## config.mk

```make
export PLATFORM = sky130hd
export DESIGN_NAME = seg7_capture
export DESIGN_NICKNAME = d
export VERILOG_FILES = /design/src/rtl/seg7_pkg.sv /design/src/rtl/seg7_lookup.sv /design/src/rtl/seg7_capture.sv
export SDC_FILE = /design/constraint.sdc
export NUM_CORES = 1
export LEC_CHECK = 0
export BUFFER_PORTS_ARGS = -buffer_cell sky130_fd_sc_hd__buf_2
export CORE_MARGIN = 2
export CORE_UTILIZATION = 52
export DETAILED_ROUTE_END_ITERATION = 8
export PLACE_DENSITY = 0.74
export SETUP_SLACK_MARGIN = 0.02
export SYNTH_ARGS = -nofsm -noshare
export SYNTH_HDL_FRONTEND = slang
export SYNTH_SLANG_ARGS = --single-unit
export TNS_END_PERCENT = 10
```

## constraint.sdc

```tcl
create_clock -name clk -period 2.06 [get_ports clk]
set_clock_uncertainty 0.2 [all_clocks]
set_input_delay 0.412 -clock clk [delete_from_list [all_inputs] [get_ports clk]]
set_output_delay 0.412 -clock clk [all_outputs]
set_load 0.01 [all_outputs]
```

## src/rtl/seg7_pkg.sv

```systemverilog
// Shared constants and types for the seven-segment capture path.
// Glyphs are active-low {g,f,e,d,c,b,a}.
package seg7_pkg;
  localparam logic [6:0] SEG7_0     = 7'b1000000;
  localparam logic [6:0] SEG7_1     = 7'b1111001;
  localparam logic [6:0] SEG7_2     = 7'b0100100;
  localparam logic [6:0] SEG7_3     = 7'b0110000;
  localparam logic [6:0] SEG7_4     = 7'b0011001;
  localparam logic [6:0] SEG7_5     = 7'b0010010;
  localparam logic [6:0] SEG7_6     = 7'b0000010;
  localparam logic [6:0] SEG7_7     = 7'b1111000;
  localparam logic [6:0] SEG7_8     = 7'b0000000;
  localparam logic [6:0] SEG7_9     = 7'b0010000;
  localparam logic [6:0] SEG7_A     = 7'b0001000;
  localparam logic [6:0] SEG7_B     = 7'b0000011;
  localparam logic [6:0] SEG7_C     = 7'b1000110;
  localparam logic [6:0] SEG7_D     = 7'b0100001;
  localparam logic [6:0] SEG7_E     = 7'b0000110;
  localparam logic [6:0] SEG7_F     = 7'b0001110;
  localparam logic [6:0] SEG7_BLANK = 7'h7F;

  // Element i is the glyph for nibble i.
  localparam logic [15:0][6:0] SEG7_GLYPHS = {
    SEG7_F, SEG7_E, SEG7_D, SEG7_C, SEG7_B, SEG7_A, SEG7_9, SEG7_8,
    SEG7_7, SEG7_6, SEG7_5, SEG7_4, SEG7_3, SEG7_2, SEG7_1, SEG7_0
  };

  typedef enum logic {LOCKED, SETTLE} seg7_state_t;

  typedef struct packed {
    logic [3:0] nibble;
    logic       legal;
    logic       is_blank;
  } seg7_dec_t;
endpackage

```

## src/rtl/seg7_lookup.sv

```systemverilog
// Combinational pattern -> {nibble, legal, is_blank} decode against the hex glyph table.
module seg7_lookup
  import seg7_pkg::*;
(
  input  logic [6:0] pattern,
  output seg7_dec_t  dec
);
  logic [15:0] hit;

  for (genvar i = 0; i < 16; i++) begin : g_hit
    assign hit[i] = (pattern == SEG7_GLYPHS[i]);
  end

  // Glyphs are unique, so at most one hit bit is set.
  always_comb begin
    dec          = '0;
    dec.is_blank = (pattern == SEG7_BLANK);
    for (int i = 0; i < 16; i++) begin
      if (hit[i]) begin
        dec.nibble = 4'(i);
        dec.legal  = 1'b1;
      end
    end
  end
endmodule

```

## src/rtl/seg7_capture.sv

```systemverilog
// Seven-segment readback: sync, stability filter, decode, commit.
// Optional saturating illegal-commit counter under SEG7_CAP_ERRCNT_EN.
module seg7_capture
  import seg7_pkg::*;
#(
  parameter int STABLE_CYCLES = 4
) (
  input  logic       clk,
  input  logic       reset,
  input  logic [6:0] seg_in,
  output logic [3:0] data_out,
  output logic       data_valid,
  output logic       update,
  output logic       blank,
  output logic       err
`ifdef SEG7_CAP_ERRCNT_EN
  ,output logic [7:0] err_cnt
`endif
);
  localparam int CW = $clog2(STABLE_CYCLES + 1);
  localparam logic [CW-1:0] CNT_LAST = CW'(STABLE_CYCLES - 1);

  logic [6:0]      s1, s2;
  logic [6:0]      cand, cand_nxt;
  logic [CW-1:0]   cnt, cnt_nxt;
  seg7_state_t     state, state_nxt;
  logic            commit;
  logic            bad_commit;
  seg7_dec_t       dec;

  seg7_lookup u_lookup (.pattern(cand), .dec(dec));

  always_ff @(posedge clk or negedge reset) begin
    if (!reset) begin
      s1 <= SEG7_BLANK;
      s2 <= SEG7_BLANK;
    end else begin
      s1 <= seg_in;
      s2 <= s1;
    end
  end

  always_ff @(posedge clk or negedge reset) begin
    if (!reset) begin
      state <= LOCKED;
      cand  <= SEG7_BLANK;
      cnt   <= '0;
    end else begin
      state <= state_nxt;
      cand  <= cand_nxt;
      cnt   <= cnt_nxt;
    end
  end

  // Any disagreement restarts the window; commit happens on the edge that
  // sees the STABLE_CYCLES-th matching sample.
  always_comb begin
    state_nxt = state;
    cand_nxt  = cand;
    cnt_nxt   = cnt;
    commit    = 1'b0;
    if (s2 != cand) begin
      cand_nxt  = s2;
      cnt_nxt   = '0;
      state_nxt = SETTLE;
    end else if (state == SETTLE) begin
      if (cnt == CNT_LAST) begin
        commit    = 1'b1;
        state_nxt = LOCKED;
      end else begin
        cnt_nxt = cnt + CW'(1);
      end
    end
  end

  assign bad_commit = commit && !dec.legal && !dec.is_blank;

  always_ff @(posedge clk or negedge reset) begin
    if (!reset) begin
      data_out   <= '0;
      data_valid <= 1'b0;
      blank      <= 1'b1;
      update     <= 1'b0;
      err        <= 1'b0;
    end else begin
      update <= 1'b0;
      err    <= 1'b0;
      if (commit) begin
        if (dec.legal) begin
          data_out   <= dec.nibble;
          data_valid <= 1'b1;
          blank      <= 1'b0;
          update     <= !data_valid || (dec.nibble != data_out);
        end else if (dec.is_blank) begin
          data_valid <= 1'b0;
          blank      <= 1'b1;
        end else begin
          data_valid <= 1'b0;
          blank      <= 1'b0;
          err        <= 1'b1;
        end
      end
    end
  end

`ifdef SEG7_CAP_ERRCNT_EN
  always_ff @(posedge clk or negedge reset) begin
    if (!reset)                             err_cnt <= '0;
    else if (bad_commit && err_cnt != 8'hFF) err_cnt <= err_cnt + 8'd1;
  end
`else
  logic unused_bad;
  assign unused_bad = bad_commit;
`endif
endmodule

```

* Yosys cells after proc, flatten, opt, wreduce, memory -nomap -nowiden
Index checks and enable logic that the tools add are counted.
** Storage, ports and cells
- Register bits after elaboration :: 33
- Input port bits :: 9
- Output and inout bits :: 8
- Word-level logic and storage cells :: 70
** Cells by class
- Add/subtract/negate cells :: 1
- Eq/ne operators :: 20
- Multiplexer cells :: 33
- Reductions and logical operators :: 6
** Operators by type and width (count)
- $mux W5 :: 8
- $eq A7 B7 Y1 const B :: 5
- $eq A7 B5 Y1 const B :: 3
- $eq A7 B6 Y1 const B :: 3
- $mux W4 :: 4
- $mux W1 :: 15
- $mux W3 :: 5
- $eq A7 B2 Y1 const B :: 2
- $eq A7 B4 Y1 const B :: 2
- $eq A7 B3 Y1 const B :: 1
- $logic_not A7 Y1 :: 1
- $ne A7 B7 Y1 :: 1
- $ne A4 B4 Y1 :: 1
- $reduce_and A2 Y1 :: 2
- $add A3 B1 Y3 const B :: 1
- $eq A3 B2 Y1 const B :: 1
- $mux W2 :: 1
- $ne A2 B2 Y1 const B :: 1
- $reduce_bool A2 Y1 :: 1
- $logic_not A1 Y1 :: 1
- $logic_or A1 B1 Y1 :: 1

* Logic depth before layout (Yosys ltp)
- Word-level depth :: 21
- Gate-level depth with buffers :: 6
- Gate-level depth less buffers :: 6

* By module
From an unflattened synthesis, not the netlist that was laid out.
** Second synthesis, totals
- Cells, all modules :: 133
- Area, all modules :: 1566.5 µm²
** Modules (own cells, without submodules)
- seg7_capture :: times used 1, cells each 79, area each 1203.7 µm², seq. area each 853.3 µm²
- seg7_lookup :: times used 1, cells each 54, area each 362.8 µm², seq. area each 0.0 µm²

* Worst setup path after synthesis
Ideal clock, no wire load.
- Kind :: register to register
- Start :: register cand[6]
- End :: register data_out[0]
- Setup time :: 0.125 ns
- Arrival time :: 1.731 ns
- Data required time :: 1.735 ns
- Setup slack :: 0.004 ns
- Cell stages (with the launch flop) :: 7
- Buffers on the path :: 1
- Clock period less this slack :: 2.056 ns
- Cells stage by stage :: dfstp_2 -> buf_2 -> and3b_1 -> o211ai_2 -> o211ai_2 -> o21ai_4 -> mux2_4
** On the way
- Word-level cells in the longest chain between the ends :: 18
- Elaborated cells on any way between the ends :: 35
- Those cells by class :: 16 x eq/ne; 17 x mux; 2 x reduce/logical
** Ends and longest elaborated chain
- from (decl) :: RTL line seg7_capture.sv:24 : logic [6:0] cand, cand_nxt;
- from (signal assigned) :: RTL line seg7_capture.sv:50 : cand <= cand_nxt;
- $eq A7 B7 Y1 :: RTL line seg7_lookup.sv:11 : assign hit[i] = (pattern == SEG7_GLYPHS[i]);
- $mux W1 :: RTL line seg7_lookup.sv:19 : if (hit[i]) begin
- $mux W2 :: RTL line seg7_lookup.sv:19
- $mux W3 (2 in a row) :: RTL line seg7_lookup.sv:19
- $mux W4 (4 in a row) :: RTL line seg7_lookup.sv:19
- $mux W5 (8 in a row) :: RTL line seg7_lookup.sv:19
- $reduce_and A2 Y1 (no source line)
- to (signal assigned) :: RTL line seg7_capture.sv:90 : data_out <= dec.nibble;
- to (decl) :: RTL line seg7_capture.sv:11 : output logic [3:0] data_out,
Several ways; a longest one is shown, not always the timed one.
A chain may end at the register's enable or synchronous reset.

* Worst setup path after layout
- Start :: register cand[1]
- End :: register update
** On the way
- Word-level cells in the longest chain between the ends :: 20
- Elaborated cells on any way between the ends :: 38
- Those cells by class :: 17 x eq/ne; 19 x mux; 2 x reduce/logical
** Ends and longest elaborated chain
- $eq A7 B7 Y1 :: RTL line seg7_lookup.sv:11
- $mux W2 :: RTL line seg7_lookup.sv:19
- $mux W3 (2 in a row) :: RTL line seg7_lookup.sv:19
- $mux W4 (4 in a row) :: RTL line seg7_lookup.sv:19
- $mux W5 (8 in a row) :: RTL line seg7_lookup.sv:19
- $ne A4 B4 Y1 :: RTL line seg7_capture.sv:93 : update <= !data_valid || (dec.nibble != data_out);
- $logic_or A1 B1 Y1 :: RTL line seg7_capture.sv:93
- $mux W1 :: RTL line seg7_capture.sv:89 : if (dec.legal) begin
- $mux W1 * :: RTL line seg7_capture.sv:88 : if (commit) begin
- to (signal assigned) :: RTL line seg7_capture.sv:93
- to (decl) :: RTL line seg7_capture.sv:13 : output logic update,
Mark *: on every way between the ends. The rest lies on a longest branch, timed or not.

==> flow_metrics.py <==
metrics = {
    "outcome": {
        "run_status": "finished, violations left",
        "violations": "setup timing",
    },
    "pwr": {
        "ir_drop_mv": 0.6732,
        "p_per_area_nw_per_um2": 584.6,
        "p_leak_nw": 1.007,
    },
    "cts": {
        "clock-root-buffer": "clkbuf_4",
        "clkSinkCount": 33,
        "worst_skew_pair.late_latency_ns": 0.33,
        "cts_tree": "built",
        "htreeDepth": 2,
        "cts_inserted_buffers": 5,
        "clockBufferDepth": 2,
        "path_clk_slew_ns": 0.10,
    },
    "critical_path": {
        "path_class": "flip-flop to flip-flop",
        "end_kind": "flip-flop",
        "worst_ep_required_time_ns": 2.05,
        "regToRegSetupSlack_ns": -0.07,
        "crit_slowest_cell": "dfstp_2",
        "arrival_ns": 2.12,
        "startpoint_type": "flip-flop",
        "r2r-start": "cand[1]",
        "cp_slowest_stage_delay_ns": 0.60,
        "reg2reg_depth": 7,
        "crit_path_max_fanout": 6,
        "regToRegEndpoint": "update",
        "path_cells": "buf_6, nor4bb_2, o21ai_1, buf_4, xnor2_1, o32ai_1, a41oi_1",
    },
    "floorplan": {
        "io_pins": 17,
        "die_w_um": 61.12,
        "dieArea_um2": 3736,
        "core.rowCount": 20,
        "initial_utilization": 0.5512,
        "die_y_um": 61.12,
        "core_area_um2": 3078,
    },
    "global_route": {
        "grt_pass1_wl_mm": 5.733,
        "grt_max_degree": 34,
        "first_global_vias": 1233,
        "grt_use_total": 0.2150,
        "overflow": 0,
        "antenna_found_initial": 0,
    },
    "synth": {
        "synth_warnings": 0,
        "synth_top_area_frac": 0.3407,
        "syn_inst": 133,
        "yosysSeqAreaShare": 0.5029,
        "ys.flop_type": "dfstp_2",
        "avgSynthCellArea_um2": 12.76,
        "ys_seq_elements": 33,
        "synth.distinct_cells": 53,
        "yosys.area.top_type": "dfstp_2",
        "syn_area_um2": 1697,
        "async_flop_share": 1.000,
        "synth-edff-count": 0,
        "synth.area.top_cells": "dfstp_2 (34%), dfrtp_1 (16%), xnor2_2 (4.8%)",
        "syn_nets": 144,
    },
    "cells_and_area": {
        "mostFrequentLayoutCells": "buf_4 (29), dfstp_2 (22), buf_2 (17)",
        "area_delta_synth_final_pct": 29.06,
        "final_common_cell": "buf_4",
        "final_nets": 195,
        "diodes": 0,
        "final_core_utilization": 0.7114,
        "final_layout_size_suffix_gt1_frac": 0.5892,
    },
    "flow_run": {
        "maxCapViolations": 0,
    },
    "drt": {
        "drc": 0,
        "vias_per_cell": 5.188,
        "num_vias": 1188,
        "wirelength_mm": 3.260,
        "wl_per_cell_um": 14.24,
        "drtIter0Drc": 114,
        "ant_nets": 0,
        "drtPass1Iterations": 4,
    },
    "hold_path": {
        "hold_end": "s2[2]",
        "min-delay-start": "s1[2]",
        "hold_class": "flip-flop to flip-flop",
        "holdPathStages": 0,
    },
    "sta": {
        "clock.fmax_mhz": 470.5,
        "fin_ws_ns": -0.06546,
        "fin_setup_tns_ns": -0.2156,
        "max_slew_margin": 0.5464,
        "post-route-period-util": 1.032,
        "holdWs_ns": 0.1511,
        "hold_viol_final": 0,
        "rsz0062_at_grt": "yes",
        "worst_slew_pin_slew_ns": 0.6804,
        "period_needed_ns": 2.125,
        "setup_viol": 6,
        "drv_slew": 0,
    },
    "placed_design": {
        "io_buffer_count": 16,
        "globalplace.congestion": 0.8258,
        "hpwl_mm": 2.160,
    },
}
## repair_timing
action,4_1_cts,5_1_grt
buffers inserted,6,7
pin swaps,7,8
hold endpoints to repair,18,0
endpoints found under the setup margin,7,8
hold buffers,8,0
resized for setup,4,4
## worst max-delay path by stage
stage	start	to	slack, ns
2_1_floorplan	cand[5]	data_out[0]	0.04
3_3_place_gp	cand[5]	update	-0.03
3_5_place_dp	cand[1]	err	-0.04
4_1_cts	cand[1]	update	-0.05
5_1_grt	cand[0]	err	-0.16
6_report	cand[1]	update	-0.07
## power by group
group,internal (W),switching (W)
Combinational,0.0000916,0.0000700
Sequential,0.000687,0.0000254
Clock,0.000198,0.000209
Total,0.000976,0.000304
## logic make-up after synthesis
group | share of synthesized area
muxes | 0.03245
adders and majority gates | 0.01475
xor gates and xnor gates | 0.08924
AOI/OAI and AO/OA | 0.09883
DFF | 0.5029
and+or+nand+nor | 0.2035
buffers and inverters | 0.05826
## layout make-up
class                   count  area [um^2]
flip-flops and latches     33        853.3
multi-input cells          84        767.0
repair buffers             58        436.7
fillers                   219        888.4
clock inverters             1        5.005
well taps                  44        55.05
inverters                   2        7.507
clock buffers               7        65.06
## per-layer routing
metal  global-route usage  share of wire  up-vias
li1                     -              -      579
met1               0.2589           0.43      568
met2               0.3571           0.50       33
met3              0.06513          0.044        8
met4              0.09317          0.025        0
met5                    0              0        -
## cells in the mapped netlist, drive strengths merged (3+ instances only)
library cell / number
and3b: 3
buf: 6
clkbuf: 8
dfrtp: 11
dfstp: 22
mux2: 3
nand2: 3
nand3: 5
nor2: 9
nor3: 4
nor3b: 4
o21ai: 5
xnor2: 11
## critical path, delay by kind of cell (launching register included)
kind                   cells  cell delay (ns)
XOR/XNOR                   1             0.11
buffers and inverters      2             0.29
AO/OA/AOI/OAI              3             0.60
flip-flops                 1             0.60
AND/OR/NAND/NOR            1             0.19
## sequential cells by signal (all words and copies together), names as in the netlist, 3 cells and up
| signal | count |
|---|---|
| s1 | 7 |
| cnt | 3 |
| s2 | 7 |
| data_out | 4 |
| cand | 7 |
## per-stage QoR
stage / instance area [um^2] / worst slack, ns / instances / total power [W]
after floorplan: 1715 / 0.04049 / 133 / 0.0008013
after global placement: 1917 / -0.02920 / 200 / 0.0008446
after detailed placement: 1917 / -0.04027 / 200 / 0.0008483
after CTS: 2127 / -0.05001 / 222 / 0.001290
after global routing: 2190 / -0.1622 / 229 / 0.001344
final: 2190 / -0.06546 / 229 / 0.001280
No activity file was read; power rests on OpenSTA's default activity.
